$ cat src/rtl/sram_fifo_ctrl.sv
// Ready/valid FIFO controller for a single-port 256x13 SRAM macro with 1-cycle read latency.
// One SRAM access per cycle; a 2-entry register buffer absorbs the read latency on the dequeue side.
module sram_fifo_ctrl #(
  parameter int DATA_W = 13,
  parameter int ADDR_W = 8,
  parameter int DEPTH  = 256
) (
  input  logic              clock,
  input  logic              reset,
  input  logic              enq_valid,
  output logic              enq_ready,
  input  logic [DATA_W-1:0] enq_bits,
  output logic              deq_valid,
  input  logic              deq_ready,
  output logic [DATA_W-1:0] deq_bits,
  output logic [ADDR_W+1:0] count,
  output logic [ADDR_W-1:0] sram_addr,
  output logic              sram_en,
  output logic              sram_wmode,
  output logic [DATA_W-1:0] sram_wdata,
  input  logic [DATA_W-1:0] sram_rdata
);

  typedef enum logic {PRI_READ = 1'b0, PRI_WRITE = 1'b1} pri_e;

  localparam logic [ADDR_W:0] FULL_CNT = (ADDR_W+1)'(DEPTH);

  logic [ADDR_W-1:0] wr_ptr_r;
  logic [ADDR_W-1:0] rd_ptr_r;
  logic [ADDR_W:0]   sram_cnt_r;
  logic              inflight_r;
  logic [1:0]        buf_cnt_r;
  logic [DATA_W-1:0] buf0_r;
  logic [DATA_W-1:0] buf1_r;
  logic [ADDR_W+1:0] count_r;
  pri_e              rr_pri_r;

  logic [1:0]        occ_s;
  logic              rd_want_s;
  logic              wr_want_s;
  logic              contended_s;
  logic              rd_grant_s;
  logic              wr_grant_s;
  logic              pop_s;
  logic [1:0]        cap_slot_s;
  logic [ADDR_W:0]   sram_cnt_n_s;
  logic [1:0]        buf_cnt_n_s;
  logic [ADDR_W+1:0] count_n_s;

  // Arbitration between read refill and write; reads only when the buffer has room for the result
  always_comb begin
    occ_s       = buf_cnt_r + {1'b0, inflight_r};
    rd_want_s   = !reset && (sram_cnt_r != (ADDR_W+1)'(0)) && (occ_s < 2'd2);
    wr_want_s   = !reset && enq_valid && (sram_cnt_r < FULL_CNT);
    contended_s = rd_want_s && wr_want_s;
    rd_grant_s  = 1'b0;
    wr_grant_s  = 1'b0;
    if (contended_s) begin
      // an empty output path always wins the port so the consumer is never starved
      if ((occ_s == 2'd0) || (rr_pri_r == PRI_READ)) begin
        rd_grant_s = 1'b1;
      end else begin
        wr_grant_s = 1'b1;
      end
    end else begin
      rd_grant_s = rd_want_s;
      wr_grant_s = wr_want_s;
    end
  end

  // Port outputs and next-state occupancy arithmetic
  always_comb begin
    enq_ready    = !reset && (sram_cnt_r < FULL_CNT) && !rd_grant_s;
    sram_en      = rd_grant_s || wr_grant_s;
    sram_wmode   = wr_grant_s;
    sram_wdata   = enq_bits;
    if (wr_grant_s) begin
      sram_addr = wr_ptr_r;
    end else begin
      sram_addr = rd_ptr_r;
    end
    deq_valid    = !reset && (buf_cnt_r != 2'd0);
    deq_bits     = buf0_r;
    if (reset) begin
      count = (ADDR_W+2)'(0);
    end else begin
      count = count_r;
    end
    pop_s        = (buf_cnt_r != 2'd0) && deq_ready;
    cap_slot_s   = buf_cnt_r - {1'b0, pop_s};
    sram_cnt_n_s = sram_cnt_r + (ADDR_W+1)'(wr_grant_s) - (ADDR_W+1)'(rd_grant_s);
    buf_cnt_n_s  = buf_cnt_r + {1'b0, inflight_r} - {1'b0, pop_s};
    count_n_s    = (ADDR_W+2)'(sram_cnt_n_s) + (ADDR_W+2)'(rd_grant_s) + (ADDR_W+2)'(buf_cnt_n_s);
  end

  // Pointers, occupancy counters and round-robin priority
  always_ff @(posedge clock) begin
    if (reset) begin
      wr_ptr_r   <= ADDR_W'(0);
      rd_ptr_r   <= ADDR_W'(0);
      sram_cnt_r <= (ADDR_W+1)'(0);
      inflight_r <= 1'b0;
      buf_cnt_r  <= 2'd0;
      count_r    <= (ADDR_W+2)'(0);
      rr_pri_r   <= PRI_READ;
    end else begin
      if (wr_grant_s) begin
        wr_ptr_r <= wr_ptr_r + ADDR_W'(1);
      end
      if (rd_grant_s) begin
        rd_ptr_r <= rd_ptr_r + ADDR_W'(1);
      end
      sram_cnt_r <= sram_cnt_n_s;
      inflight_r <= rd_grant_s;
      buf_cnt_r  <= buf_cnt_n_s;
      count_r    <= count_n_s;
      if (contended_s) begin
        rr_pri_r <= (rr_pri_r == PRI_READ) ? PRI_WRITE : PRI_READ;
      end
    end
  end

  // Output buffer: head shifts on pop, returning read data lands in the first free slot
  always_ff @(posedge clock) begin
    if (reset) begin
      buf0_r <= {DATA_W{1'b0}};
      buf1_r <= {DATA_W{1'b0}};
    end else begin
      if (pop_s && (buf_cnt_r == 2'd2)) begin
        buf0_r <= buf1_r;
      end
      if (inflight_r) begin
        if (cap_slot_s == 2'd0) begin
          buf0_r <= sram_rdata;
        end else begin
          buf1_r <= sram_rdata;
        end
      end
    end
  end

endmodule

$ cat config.mk
export PLATFORM = sky130hd
export DESIGN_NAME = sram_fifo_ctrl
export DESIGN_NICKNAME = d
export VERILOG_FILES = /design/src/rtl/sram_fifo_ctrl.sv
export SDC_FILE = /design/constraint.sdc
export NUM_CORES = 1
export LEC_CHECK = 0
export ABC_AREA = 1
export BUFFER_PORTS_ARGS = -buffer_cell sky130_fd_sc_hd__buf_2
export CAP_MARGIN = 20
export CORE_UTILIZATION = 55
export DETAILED_ROUTE_END_ITERATION = 16
export PLACE_DENSITY = 0.82
export SLEW_MARGIN = 20
export SYNTH_ARGS = -nofsm -noshare
export SYNTH_HDL_FRONTEND = slang
export SYNTH_SLANG_ARGS = --single-unit
export TNS_END_PERCENT = 10
$ cat constraint.sdc
create_clock -name clock -period 4 [get_ports clock]
set_input_delay 0.8 -clock clock [delete_from_list [all_inputs] [get_ports clock]]
set_output_delay 0.8 -clock clock [all_outputs]
set_load 0.01 [all_outputs]
==> impl_summary.md <==
Clock network
The clock latency at the later pin of the worst-skew pair is 0.34 ns. The count of buffers added by post-CTS timing repair for setup is 0. The number of clock sinks is 65.

The post-cts hold buffer count is 0. The post-cts sizing count is 0. CTS placed an instance of clkbuf_8 at the clock tree root. TritonCTS built the clock tree. Clock tree synthesis inserted a total of 9 buffers.

After clock tree synthesis, the clock-pin slew on the worst setup and hold paths is 0.07 ns. The H-tree depth is 3. The buffer depth of the longest clock path is 2.

Worst setup path
The worst setup path is of the register to register kind. The largest single stage delay on the critical path is 0.51 ns. The cell that appears most often on the critical path is inv_1.

The data arrival time of the critical path is 3.80 ns. The signal on the critical path passes through ha_1 -> nand2_1 -> nand2_2 -> o21ai_1 -> inv_1 -> nand2_2 -> nand2_2 -> inv_2 -> ha_1 -> inv_1 -> ha_1 -> fa_1 -> inv_1 -> fa_1 -> nor2_1 -> nand3_2 -> nor2_2 -> nand3_1 -> nand2_1 -> inv_1. The number of cells on the worst reg-to-reg path is 20.

In this run the worst path has a maximum fanout of 7. The worst setup slack for register-to-register paths is roughly 0.44 ns. The critical-path cell with the highest stage delay is fa_1. The startpoint of the most critical setup path is inflight_r.

The critical path depth in cells is 20. The source of the worst register-to-register timing path is inflight_r. The critical path ends at count_r[8]. The endpoint identified for the worst register-to-register timing path is count_r[8]. The cell family with the largest share of critical-path delay is adder cells. The number of buffers and inverters on the critical path is 5.

The type of destination of the critical path is a register. STA puts the critical path data required time at 4.24 ns. The worst setup path is launched from a register.

Yosys
Of the total synthesized cell area, the portion taken by AND, OR, NAND and NOR gates is 0.2304. Of the total synthesized cell area, the portion taken by full adders, half adders and majority gates is 0.07646. Counting instances in the post-synthesis netlist gives the leading cell types as nand2_1 (104), inv_1 (69), dfxtp_1 (65).

The most common cell in the synthesized netlist is nand2_1. For this run, the register share of the synthesized area comes to 0.3648. Ranked by total cell area, the synthesized netlist is headed by dfxtp_1 (36%), nand2_1 (11%), inv_1 (7.3%). The synthesis warning total is 0. The post-synthesis cell area is 3567 µm².

The post-synthesis compound-gate area fraction is 0.1582. Of the post-synthesis cell area, the dominant cell type holds 0.3648. The synthesized design contains 65 register bits.

Counting flops with an async set or reset pin after synthesis yields a share of 0. The number of nets handed over by synthesis was 549. For this run, the leading register cell type out of synthesis is dfxtp_1. The number of enable flip-flop cells after synthesis is 0. Of the total synthesized cell area, the portion taken by XOR and XNOR cells is 0.03683. In this run, distinct cell masters in the synthesized netlist total 33. Averaged over all synthesized cells, the footprint is 7.149 µm².

Counting every instance in the synthesized netlist gives 499. The main combinational cell family by area after synthesis is simple AND/OR/NAND/NOR gates. The portion of synthesized area spent on multiplexers is 0. The synthesized design spends more area on one cell type than any other, namely dfxtp_1.

Timing
The maximum clock frequency is 281.0 MHz. Setup repair after global routing left no endpoint under its margin. Setup violations remaining at the end of the flow were counted as 0. The aggregate negative setup slack is 0 ns. The worst path in the final design needs a cycle of 3.558 ns, including I/O delays and setup. The number of pins with negative max-slew slack in the final report is 0. Of the available clock period, the critical path in the final layout requires 0.8896. The clock tree skew after final layout is 0.007357 ns. The pin slew with the least headroom to its limit is 0.7378 ns. The tightest slew margin relative to the limit is 0.5070. The final hold violation count came to 0.

Routing
After detailed routing, the number of remaining DRC violations is 0. After detailed routing, the average wire length per cell comes to 11.79 µm. The final route contains approximately 3100 vias. The number of detailed-routing iterations run before antenna repair is 4. The detail route stage leaves a number of antenna-violating nets equal to 0. The first routing iteration left ~150 violations. The post-detailed-routing wire length is about 7.3 mm. The per-cell via count in the routed design is 5.081.

Power and ir drop
The proportion of total power due to net switching is 0.4355. Of the total power, the clock network draws 0.197. The cell leakage power is between 1.5 and 2 nW. Dividing total power by cell area gives a power density of 777.7 nW/µm². The part of the power in registers is 0.302. The net switching power of the design is 1.345 mW. Across the VDD grid, the largest voltage drop is between 0.0004 and 0.0005 V. The internal power of the cells totals 1.743 mW. The combinational group share of total power is 0.500.

Placement
The number of placed instances, taps included, is around 600. The HPWL reported at the end of detailed placement is 5.402 mm. At the end of routability-driven placement, the weighted congestion stood at 0.8273.

After detailed placement, the total cell area comes to 3752 µm². The count of input and output buffers is 51.

Cells and area
The number of diodes added for antenna fixing is 0. The final-stage net count is around 600. The area added between synthesis and finish is 11.33%. In the final layout, the share of cells above drive strength 1 is 0.1907. The final instance area is 3971 µm².

Leaving out filler cells and counting taps, the final layout contains 615.

Floorplanning
The starting utilization of the core area is 0.5852. The floorplan step set the die width to 82.54 µm. After floorplanning, the core was sized to cover 6096 µm². The number of standard-cell rows in the floorplan is 28. The I/O pin count is just under 80. The die covers 6812 µm². In this run the vertical extent of the chip is 82.54 µm.

GRT
In the global route stage, overall resource usage came out at 0.2336. The first global-routing pass estimated roughly 12 mm of wire. Global routing finished with a remaining overflow of 0. The via count of the first global-routing pass is between 2000 and 3000. The pin count of the biggest net entering global routing is 36. The initial antenna violation count came to 0.

Hold path
The cell count of the worst hold path is 2. The tightest min-delay check is of the register to register type.

Flow run
The max-capacitance violation count is 0.

Run status
The run finished with clean final reports.
routing by layer:
| metal | track usage | share of wire | up-vias | wire (µm) |
|---|---|---|---|---|
| met5 | 0 | 0 | - | 0 |
| met4 | 0.05862 | 0.0090 | 0 | 65 |
| met3 | 0.06593 | 0.051 | 9 | 371 |
| met2 | 0.4355 | 0.51 | 63 | 3662 |
| met1 | 0.2589 | 0.43 | 1421 | 3151 |
| li1 | - | - | 1632 | - |
tightest hold or removal path, cell delays in order, from the launching register on:
cell     delay [ns]
dfxtp_1        0.30
inv_1          0.06
a21oi_1        0.05
worst min path at each step:
stage                     from         end  slack [ns]
floorplan            buf1_r[2]   buf1_r[2]        0.43
detailed placement   buf1_r[7]   buf1_r[7]        0.44
global route        buf1_r[10]  buf1_r[10]        0.48
CTS                  buf1_r[6]   buf1_r[6]        0.45
global placement    buf1_r[12]  buf1_r[12]        0.44
finish               buf1_r[6]   buf1_r[6]        0.45
logic make-up (layout without fill, tap and decap cells):
family / count (synthesis) / after routing
compound gates: 102 / 102
buf+inv: 105 / 146
fa+ha+maj: 20 / 20
simple gates: 192 / 192
flops: 65 / 65
xor+xnor: 15 / 15
placed cells by master, fill, tap and decap left out, drive strengths merged:
cell type    n
nand2      114
inv         75
dfxtp       65
buf         55
o21ai       51
nor2        49
a21oi       46
nand3       20
ha          17
xor2        13
clkbuf       9
nor3         5
clkinv       4
a31oi        3
fa           3
nand3b       2
xnor2        2
bufinv       2
o21a         1
nand4        1
or2          1
o21bai       1
clkinvlp     1
stage by stage:
step	setup WS, ns	hold WS (ns)	power, mW	utilization
6_report	0.4417	0.4516	3.089	0.6515
5_1_grt	0.1576	0.4775	3.394	0.6515
4_1_cts	0.4381	0.4534	3.105	0.6515
3_5_place_dp	0.2029	0.4423	2.488	0.6156
3_3_place_gp	0.3540	0.4377	2.436	0.6156
2_1_floorplan	0.5072	0.4297	2.146	-
power groups by stage:
stage	sequential (mW)	combinational [mW]	clock, mW
final	0.934	1.55	0.609
after global routing	0.959	1.79	0.649
after CTS	0.936	1.55	0.621
after detailed placement	0.950	1.54	0
after global placement	0.942	1.49	0
after floorplan	0.953	1.19	0
final cells by class:
| class | count | area, µm² |
|---|---|---|
| Tap cell | 75 | 93.84 |
| Clock buffer | 9 | 123.9 |
| Clock inverter | 7 | 95.09 |
| Multi-Input combinational cell | 329 | 1790 |
| Timing Repair Buffer | 55 | 285.3 |
| Inverter | 75 | 281.5 |
| Fill cell | 552 | 2125 |
| Sequential cell | 65 | 1301 |
flip-flops by register name, indices dropped and copies added, names as in the netlist:
register    count
buf1_r         13
buf_cnt_r       2
count_r        10
deq_bits       13
inflight_r      1
rd_ptr_r        8
rr_pri_r        1
sram_cnt_r      9
wr_ptr_r        8
(Power assumes the default switching activity.)
